### src/rtl/pipe_arb.sv
// pipe_arb: two-requester round-robin issue stage for an external fixed-latency
// pipe (pipe_ex). Registers the granted operands into the pipe, tracks each
// issued operation's owner alongside it, and returns pF as a tagged result.
module pipe_arb #(
   parameter int N   = 10,
   parameter int LAT = 3
) (
   input  logic         clk,
   input  logic         rst,
   input  logic         req0,
   input  logic         req1,
   input  logic [N-1:0] A0,
   input  logic [N-1:0] B0,
   input  logic [N-1:0] C0,
   input  logic [N-1:0] D0,
   input  logic [N-1:0] A1,
   input  logic [N-1:0] B1,
   input  logic [N-1:0] C1,
   input  logic [N-1:0] D1,
   output logic         gnt0,
   output logic         gnt1,
   input  logic         stop,
   output logic [N-1:0] pA,
   output logic [N-1:0] pB,
   output logic [N-1:0] pC,
   output logic [N-1:0] pD,
   input  logic [N-1:0] pF,
   output logic [N-1:0] res,
   output logic         res_v0,
   output logic         res_v1,
   output logic         busy,
   output logic         done
);

   typedef enum logic [1:0] {IDLE, RUN, DRAIN} state_t;

   typedef struct packed {
      logic [N-1:0] a;
      logic [N-1:0] b;
      logic [N-1:0] c;
      logic [N-1:0] d;
   } ops_t;

   state_t       state, state_nx;
   logic         rr_last;              // 1: requester 1 was granted last (favours 0)
   logic         can_gnt;
   logic         gnt_any;
   ops_t         op_sel;
   ops_t         op_q;
   // Stage 0 sits alongside the pA..pD register; stages 1..LAT follow the
   // operation through pipe_ex, so the tail lines up with a valid pF.
   logic [LAT:0] vld_pipe;
   logic [LAT:0] id_pipe;

   // Arbitration: stop, reset and DRAIN all suppress grants; round-robin on contention.
   always_comb begin
      can_gnt = !rst && !stop && (state != DRAIN);
      gnt0    = can_gnt && req0 && (!req1 || rr_last);
      gnt1    = can_gnt && req1 && (!req0 || !rr_last);
      gnt_any = gnt0 || gnt1;
      op_sel  = '0;
      if (gnt0)      op_sel = '{a: A0, b: B0, c: C0, d: D0};
      else if (gnt1) op_sel = '{a: A1, b: B1, c: C1, d: D1};
   end

   // Round-robin pointer moves only when something is granted.
   always_ff @(posedge clk) begin
      if (rst)          rr_last <= 1'b1;
      else if (gnt_any) rr_last <= gnt1;
   end

   // Operand register into pipe_ex; a cycle without a grant issues a zero bubble.
   always_ff @(posedge clk) begin
      if (rst) op_q <= '0;
      else     op_q <= op_sel;
   end

   assign pA = op_q.a;
   assign pB = op_q.b;
   assign pC = op_q.c;
   assign pD = op_q.d;

   // In-flight tracker: valid and owner shift together every cycle.
   always_ff @(posedge clk) begin
      if (rst) begin
         vld_pipe <= '0;
         id_pipe  <= '0;
      end else begin
         vld_pipe <= {vld_pipe[LAT-1:0], gnt_any};
         id_pipe  <= {id_pipe[LAT-1:0], gnt1};
      end
   end

   // Result capture: res holds between results; res_v pulses for the owner only.
   always_ff @(posedge clk) begin
      if (rst) begin
         res    <= '0;
         res_v0 <= 1'b0;
         res_v1 <= 1'b0;
      end else begin
         res_v0 <= vld_pipe[LAT] && !id_pipe[LAT];
         res_v1 <= vld_pipe[LAT] &&  id_pipe[LAT];
         if (vld_pipe[LAT]) res <= pF;
      end
   end

   assign busy = (|vld_pipe) || res_v0 || res_v1;

   // State register.
   always_ff @(posedge clk) begin
      if (rst) state <= IDLE;
      else     state <= state_nx;
   end

   // Next state and done. Drain completes only once the last result pulse is
   // gone, so done always follows the final res_v.
   always_comb begin
      state_nx = state;
      done     = 1'b0;
      case (state)
         IDLE:  if ((req0 || req1) && !stop) state_nx = RUN;
         RUN: begin
            if (stop)                             state_nx = DRAIN;
            else if (!req0 && !req1 && !busy)     state_nx = IDLE;
         end
         DRAIN: begin
            if (!busy) begin
               state_nx = IDLE;
               done     = !rst;
            end
         end
         default: state_nx = IDLE;
      endcase
   end

endmodule

### config.mk
export PLATFORM = sky130hd
export DESIGN_NAME = pipe_arb
export DESIGN_NICKNAME = d
export VERILOG_FILES = /design/src/rtl/pipe_arb.sv
export SDC_FILE = /design/constraint.sdc
export NUM_CORES = 1
export LEC_CHECK = 0
export BUFFER_PORTS_ARGS = -buffer_cell sky130_fd_sc_hd__buf_2
export CORE_MARGIN = 2
export CORE_UTILIZATION = 40
export CTS_BUF_LIST = sky130_fd_sc_hd__clkbuf_4 sky130_fd_sc_hd__clkbuf_8
export DETAILED_ROUTE_END_ITERATION = 10
export GPL_TIMING_DRIVEN = 1
export PLACE_DENSITY = 0.79
export RECOVER_POWER = 100
export SYNTH_ARGS = -nofsm -noshare
export SYNTH_HDL_FRONTEND = slang
export SYNTH_SLANG_ARGS = --single-unit
### constraint.sdc
create_clock -name clk -period 1.8 [get_ports clk]
set_input_delay 0.54 -clock clk [delete_from_list [all_inputs] [get_ports clk]]
set_output_delay 0.54 -clock clk [all_outputs]
set_load 0.02 [all_outputs]
=== Yosys cells after proc, flatten, opt, wreduce, memory -nomap -nowiden ===
Cells that the tools add are included.

* Equal/unequal tests: 6
* Reductions and logical operators: 27
* Mux-type cells: 9

{| class="wikitable"
|+ Operators with widths
! cell !! count
|-
| two-way mux 40 bit || 2
|-
| logical AND 1 bit || 11
|-
| two-way mux 2 bit || 4
|-
| logical NOT 1 bit || 7
|-
| logical OR 1 bit || 6
|-
| inequality test 2 bit, second input constant || 3
|-
| one-hot mux 2 bit (3 select lines) || 1
|-
| OR reduction 4 bit || 1
|-
| inequality test 3 bit, second input constant || 1
|-
| AND reduction 3 bit || 1
|-
| equality test 2 x 1 -> 1 bit, second input constant || 1
|-
| equality test 2 bit, second input constant || 1
|-
| logical NOT 2 bit || 1
|-
| two-way mux 1 bit || 2
|}

* Register bits: 63
* Word-level logic and storage cells: 53
* Input port bits: 95

=== Longest topological paths before layout ===
Gate-level depths: netlist (run 1).

* Depth after elaboration: 8
* Gate-level depth with buffers: 5

=== Worst setup path before layout (run 1) ===
OpenSTA, ideal clock, no wires.

* Kind: register to output
* Start point: register res_v0
* End point: output port done
* Arrival time: 1.317 ns
* Path buffers: 0
* Slack: -0.057 ns
* Required time: 1.260 ns
* Stages on the path, launching flop included: 4
* Path through: dfxtp_1 -> nor4_1 -> nand2_1 -> nor3_1

* Cells in the longest elaborated chain, start to end: 4

{| class="wikitable"
|+ Ends and longest elaborated chain
! element !! RTL line !! source
|-
| from (decl) || 29 || <nowiki>output logic res_v0,</nowiki>
|-
| from (signal assigned) || 101 || <nowiki>res_v0 <= vld_pipe[LAT] && !id_pipe[LAT];</nowiki>
|-
| logical OR 1 bit (2 in a row) || 107 || <nowiki>assign busy = (|vld_pipe) || res_v0 || res_v1;</nowiki>
|-
| net busy || 31 || <nowiki>output logic busy,</nowiki>
|-
| two-way mux 1 bit || 127 || <nowiki>if (!busy) begin</nowiki>
|-
| two-way mux 1 bit || 120 || <nowiki>case (state)</nowiki>
|-
| to (decl) || 32 || <nowiki>output logic done</nowiki>
|}

The timed path passes the listed nets, and every way through them passes these cells.

=== Worst setup path after layout (run 1) ===
* Start point: register res_v1
* End point: output port done

* Cells in the longest elaborated chain, start to end: 3

{| class="wikitable"
|+ Ends and longest elaborated chain
! element !! RTL line !! source
|-
| from (decl) || 30 || <nowiki>output logic res_v1,</nowiki>
|-
| from (signal assigned) || 102 || <nowiki>res_v1 <= vld_pipe[LAT] && id_pipe[LAT];</nowiki>
|-
| logical OR 1 bit || 107 ||
|-
| two-way mux 1 bit || 127 ||
|-
| two-way mux 1 bit || 120 ||
|}

No other way between the ends.

==> flow_metrics.py, run 1 <==
metrics = {
    "cells_and_area": {
        "final_cell_mix": "100 x buf_2, 60 x dfxtp_1, 54 x nor2_1",
        "area_delta_synth_final_pct": 39.9,
        "drive_above_1_share": 0.374,
        "diodes": 0,
        "num-fill-cells": 510,
        "nets": 459,
        "mostFrequentLayoutCell": "buf_2",
    },
    "detailed_routing": {
        "via_per_inst": 4.97,
        "route.detailed.drc": 0,
        "routedWlPerCell_um": 12.9,
        "wirelength_um": 5700,
        "drt-pass1-iter-count": 6,
        "drt_iter0_markers": 65,
        "ant_nets": 0,
        "num_vias": 2192,
    },
    "global_routing": {
        "grt_pass1_vias": 2161,
        "grt.overflow.total": 0,
        "grt_pass1_wl_um": 9250,
        "track_usage": 0.189,
        "antenna_found_initial": 0,
        "grt_max_degree": 42,
    },
    "pwr": {
        "switching_share": 0.258,
        "clockPowerShare": 0.394,
        "p_switching_mw": 0.779,
        "p_leak_nw": 1.37,
        "seqPwrFrac": 0.482,
        "cellPowerDensity_nw_per_um2": 952,
        "p_comb_frac": 0.124,
        "p_int_mw": 2.24,
        "p_total_mw": 3.02,
        "ir_drop_uv": 509,
    },
    "floorplanning": {
        "initial_core_util": 0.412,
        "die_area_um2": 6300,
        "die_w_um": 79.3,
        "ios": 151,
        "die_h_um": 79.3,
        "core_area_um2": 5510,
        "num_rows": 27,
    },
    "logic_synthesis": {
        "ys_ff_latch": 63,
        "yosysTopAreaCell": "dfxtp_1",
        "ys_types": 24,
        "syn_area_um2": 2270,
        "yosys.area.top_type_share": 0.555,
        "synthCells": 217,
        "avgSynthCellArea_um2": 10.5,
        "synth.area.top_cells": "dfxtp_1 56%, a32oi_1 15%, nor2_1 9.1%",
        "synth.yosys.seq_area_share": 0.555,
        "syn_nets": 312,
        "ys.warnings.count": 0,
    },
    "timing": {
        "final.period_utilization": 1.06,
        "skew_ns": 0.0132,
        "worst_pin_slew_ns": 0.919,
        "drv_slew": 0,
        "fmax_mhz": 524,
        "rsz0062_at_grt": "true",
        "setup_viol": 3,
        "period_minus_slack_ns": 1.91,
        "slew_headroom": 0.387,
        "hold_viol_final": 0,
        "setup_slack_ns": -0.107,
    },
    "worst_setup_path": {
        "r2r_cells": 4,
        "critPathLaunchType": "flop",
        "worstReg2RegEnd": "pA[1]",
        "cp.arrival_ns": 1.37,
        "endpoint": "done",
        "reg2reg_from": "rr_last",
        "path_max_fanout": 4,
        "cp-startpoint": "res_v1",
        "cp.required_ns": 1.26,
        "r2r_setup_slack_ns": 0.19,
        "critPathKind": "flop to output port",
        "worstSetupEndpointType": "output port",
    },
    "clocking": {
        "clkSlewWorstSetupHoldPaths_ns": 0.07,
        "clockBufferDepth": 2,
        "cts.sinks": 63,
        "clkLatencyLatePin_ns": 0.34,
        "cts-root-buf": "clkbuf_8",
        "h-tree-depth": 3,
        "cts_tree": "built",
        "cts_buffers": 9,
    },
    "place": {
        "dp_slack_ns": 0.0547,
        "gp_congestion": 0.802,
        "portBuffers": 150,
        "dp_hpwl_um": 3930,
    },
    "min_path": {
        "worstHoldPathType": "primary input to flop",
        "holdPathStages": 3,
    },
    "outcome": {
        "status": "finished with violations",
        "violations": "negative setup slack",
    },
    "run": {
        "maxCapViolCount": 0,
    },
}
cells in the mapped netlist:
cell type	n
a31o_2	2
and3b_1	1
a21o_1	2
nor2_1	55
clkbuf_1	2
clkbuf_2	1
buf_8	4
nand2_1	3
nand4_1	1
a32oi_1	40
mux2i_1	10
buf_2	9
nor3_1	2
dfxtp_1	63
nor4_1	1
nor2b_1	7
nand2b_1	2
buf_6	1
nor2_2	1
nor3b_1	1
nor4bb_1	1
and3_1	2
buf_4	5
a21boi_4	1
power groups by stage:
stage / sequential [mW] / combinational, mW / clock [mW]
2_1_floorplan: 1.54 / 0.167 / 0
3_3_place_gp: 1.48 / 0.372 / 0
3_5_place_dp: 1.49 / 0.378 / 0
4_1_cts: 1.45 / 0.380 / 1.23
5_1_grt: 1.46 / 0.417 / 1.29
6_report: 1.46 / 0.375 / 1.19
sequential cells by signal, summed over array words and instances (netlist names), 2 cells and up:
| signal | flops |
|---|---|
| id_pipe | 4 |
| res | 10 |
| pD | 10 |
| pC | 10 |
| pB | 10 |
| vld_pipe | 4 |
| pA | 10 |
| state | 2 |
how the worst min path moves through the flow:
| stage | start | slack (ns) | to |
|---|---|---|---|
| global route | D1[1] | 0.43 | pD[1] |
| finish | C1[6] | 0.42 | pC[6] |
| floorplan | id_pipe[3] | 0.39 | res_v0 |
| detailed placement | id_pipe[3] | 0.43 | res_v0 |
| global placement | id_pipe[3] | 0.39 | res_v0 |
| CTS | C1[6] | 0.42 | pC[6] |
repair_timing:
action,4_1_cts,5_1_grt
endpoints found under the setup margin,4,3
setup buffers,0,1
pin swaps,2,0
gates cloned,0,0
gates resized for setup,3,10
hold buffers,0,0
kinds of logic after synthesis:
kind of cell           Yosys count  share of synthesized area
AND/OR/NAND/NOR                 77                      0.150
flip-flops                      63                      0.555
AO/OA/AOI/OAI                   45                      0.177
buffers and inverters           22                     0.0733
multiplexers                    10                     0.0441
through the flow:
step | instances | setup TNS (ns) | utilization | hold slack (ns) | cell area, um2
6_report | 441 | -0.206 | 0.577 | 0.424 | 3180
5_1_grt | 441 | -2.48 | 0.577 | 0.425 | 3180
4_1_cts | 440 | -0.138 | 0.584 | 0.415 | 3210
3_5_place_dp | 424 | 0 | 0.546 | 0.428 | 3010
3_3_place_gp | 424 | 0 | 0.546 | 0.392 | 3010
2_1_floorplan | 217 | 0 | - | 0.388 | 2280
worst max-delay path, cell delays in order, from the launching register on:
cell and delay, ns:
dfxtp_2 0.34, nor4_4 0.27, nand2_2 0.14, nor3_2 0.13, buf_4 0.16
cell type report:
type                            instances  area [um2]  area share
Timing Repair Buffer                  158         759       0.239
Clock buffer                            9         124      0.0390
Multi-Input combinational cell        132         865       0.272
Tap cell                               72        90.1      0.0284
Sequential cell                        63        1260       0.398
Clock inverter                          7        73.8      0.0232
routing by layer:
layer  GRT usage  wire, um
met1       0.201      2370
met4       0.117       125
met5           0         0
met2       0.330      2800
met3      0.0523       395
(Power assumes the default switching activity.)
==> inputs of run 2 (changes only) <==
--- a/config.mk
+++ b/config.mk
@@ -5,13 +5,16 @@
 export SDC_FILE = /design/constraint.sdc
 export NUM_CORES = 1
 export LEC_CHECK = 0
+export ABC_CLOCK_PERIOD_IN_PS = 1800
 export BUFFER_PORTS_ARGS = -buffer_cell sky130_fd_sc_hd__buf_2
+export CELL_PAD_IN_SITES_DETAIL_PLACEMENT = 2
+export CELL_PAD_IN_SITES_GLOBAL_PLACEMENT = 2
 export CORE_MARGIN = 2
-export CORE_UTILIZATION = 40
+export CORE_UTILIZATION = 23
 export CTS_BUF_LIST = sky130_fd_sc_hd__clkbuf_4 sky130_fd_sc_hd__clkbuf_8
 export DETAILED_ROUTE_END_ITERATION = 10
 export GPL_TIMING_DRIVEN = 1
-export PLACE_DENSITY = 0.79
+export PLACE_DENSITY = 0.82
 export RECOVER_POWER = 100
 export SYNTH_ARGS = -nofsm -noshare
 export SYNTH_HDL_FRONTEND = slang
==> run 2 against run 1 <==
  * Sequential cell count stayed put
  * The flow still finishes with violations (negative setup slack)
  * Clock power is 19% higher
  * Critical path type unchanged
  * Total power is 8.1% higher
==> flow_metrics.py, run 2 (synthesis results as in run 1) <==
metrics = {
    "outcome": {
        "status": "finished with violations",
        "violations": "negative setup slack",
    },
    "cells_and_area": {
        "mostFrequentLayoutCell": "buf_2",
        "final_area_um2": 3290,
        "regArea_um2": 1260,
        "area_delta_synth_final_pct": 44.7,
        "drive_above_1_share": 0.355,
        "final_cell_mix": "94 x buf_2, 61 x dfxtp_1, 55 x clkbuf_1",
        "diodes": 0,
        "num-fill-cells": 1149,
        "multi_input_area_um2": 861,
        "nets": 462,
    },
    "pwr": {
        "p_comb_frac": 0.119,
        "ir_drop_uv": 315,
        "p_int_mw": 2.49,
        "switching_share": 0.237,
        "p_leak_nw": 1.37,
        "seqPwrFrac": 0.446,
        "cellPowerDensity_nw_per_um2": 994,
        "p_switching_mw": 0.776,
        "clockPowerShare": 0.435,
    },
    "clocking": {
        "cts_tree": "built",
        "cts-root-buf": "clkbuf_8",
        "cts.sinks": 63,
        "clkSlewWorstSetupHoldPaths_ns": 0.08,
        "clkLatencyLatePin_ns": 0.33,
        "ctsHoldBuffers": 0,
        "h-tree-depth": 3,
        "clockBufferDepth": 2,
        "cts_buffers": 9,
    },
    "worst_setup_path": {
        "cp_slowest_cell": "dfxtp_2",
        "critPathKind": "flop to output port",
        "crit_chain": "nor4_2 -> nand2_1 -> nor3_2 -> buf_4",
        "critPathLaunchType": "flop",
        "cp.required_ns": 1.26,
        "path_max_fanout": 2,
        "slowest_delay_ns": 0.33,
        "cp.arrival_ns": 1.39,
        "crit_family": "simple AND/OR/NAND/NOR gates",
        "worstSetupEndpointType": "output port",
        "cp.buffers_inverters": 1,
    },
    "timing": {
        "period_minus_slack_ns": 1.93,
        "rsz0062_at_grt": "true",
        "setup_slack_ns": -0.130,
        "hold_ws_ns": 0.434,
        "slew_headroom": 0.420,
        "fmax_mhz": 518,
        "drv_slew": 0,
        "hold_viol_final": 0,
        "setup_viol": 3,
        "skew_ns": 0.0112,
        "final.period_utilization": 1.07,
        "worst_pin_slew_ns": 0.870,
    },
    "place": {
        "postPlaceCellArea_um2": 3090,
        "dp_slack_ns": -0.0252,
        "gp_congestion": 0.678,
        "portBuffers": 150,
        "dp_hpwl_um": 5590,
    },
    "floorplanning": {
        "die_h_um": 103,
        "num_rows": 36,
        "initial_core_util": 0.234,
        "die_area_um2": 10700,
        "core_area_um2": 9680,
        "die_w_um": 103,
        "ios": 151,
    },
    "detailed_routing": {
        "route.detailed.drc": 0,
        "wl_met2_um": 4050,
        "highest_layer": "met4",
        "num_vias": 2258,
        "ant_nets": 0,
        "drt_iter0_markers": 22,
        "wirelength_um": 7730,
        "met1_length_um": 3090,
        "via_per_inst": 4.47,
        "drt-pass1-iter-count": 4,
        "wl_met3_um": 491,
        "routedWlPerCell_um": 15.3,
    },
    "global_routing": {
        "antenna_found_initial": 0,
        "grt_pass1_wl_um": 11600,
        "grt_pass1_vias": 2396,
        "grt_max_degree": 42,
        "track_usage": 0.145,
        "grt.overflow.total": 0,
    },
    "run": {
        "maxCapViolCount": 0,
    },
    "min_path": {
        "worstHoldPathType": "primary input to flop",
    },
}
[run 2: cell types whose count changed in the layout (fill, tap and decap cells not counted), sizes merged]
cell	delta
buf	-3
clkbuf	+10
bufinv	+1
clkinv	-4
clkinvlp	-1
[run 2: layout make-up]
cell class / instances / share of cell area
well taps: 133 / 0.0506
clock inverters: 3 / 0.0198
flip-flops and latches: 63 / 0.384
multi-input cells: 132 / 0.262
repair buffers: 161 / 0.233
clock buffers: 13 / 0.0506
[run 2: power groups by stage]
stage | Combinational, mW | Clock, mW | Sequential (mW)
after floorplan | 0.167 | 0 | 1.54
after global placement | 0.388 | 0 | 1.48
after detailed placement | 0.401 | 0 | 1.49
after CTS | 0.409 | 1.47 | 1.46
after global routing | 0.431 | 1.54 | 1.46
final | 0.388 | 1.42 | 1.46
[run 2: worst paths after layout]
kind                                   from      to  slack, ns  cells past startpoint
worst max-delay path            vld_pipe[0]    done      -0.13                      4
worst min-delay path                  C1[5]   pC[5]       0.43                      3
worst max register to register      rr_last   pB[6]       0.22                      4
worst min register to register   id_pipe[3]  res_v0       0.44                      1
[run 2: worst reg2reg max path, delay by kind of cell, from the launching register on]
kind,cells,cell delay (ns)
simple gates,1,0.15
buf+inv,1,0.71
flops,1,0.34
compound gates,2,0.31
[run 2: metrics by stage]
step / TNS, ns / instances / util / power [mW]
2_1_floorplan: 0 / 217 / - / 1.70
3_3_place_gp: 0 / 486 / 0.319 / 1.87
3_5_place_dp: -0.0252 / 486 / 0.319 / 1.89
4_1_cts: -0.290 / 503 / 0.346 / 3.34
5_1_grt: -1.43 / 505 / 0.339 / 3.43
6_report: -0.292 / 505 / 0.339 / 3.27
[run 2: layer usage]
| metal | vias to the layer above | global-route usage |
|---|---|---|
| li1 | 1086 | - |
| met3 | 6 | 0.0484 |
| met2 | 81 | 0.265 |
| met5 | - | 0 |
| met4 | 0 | 0.0516 |
| met1 | 1085 | 0.154 |
[run 2: what timing repair did]
| item | 4_1_cts | 5_1_grt |
|---|---|---|
| gates resized for setup | 5 | 5 |
| setup endpoints to repair | 4 | 3 |
| pin swaps | 1 | 0 |
| buffers inserted | 1 | 2 |
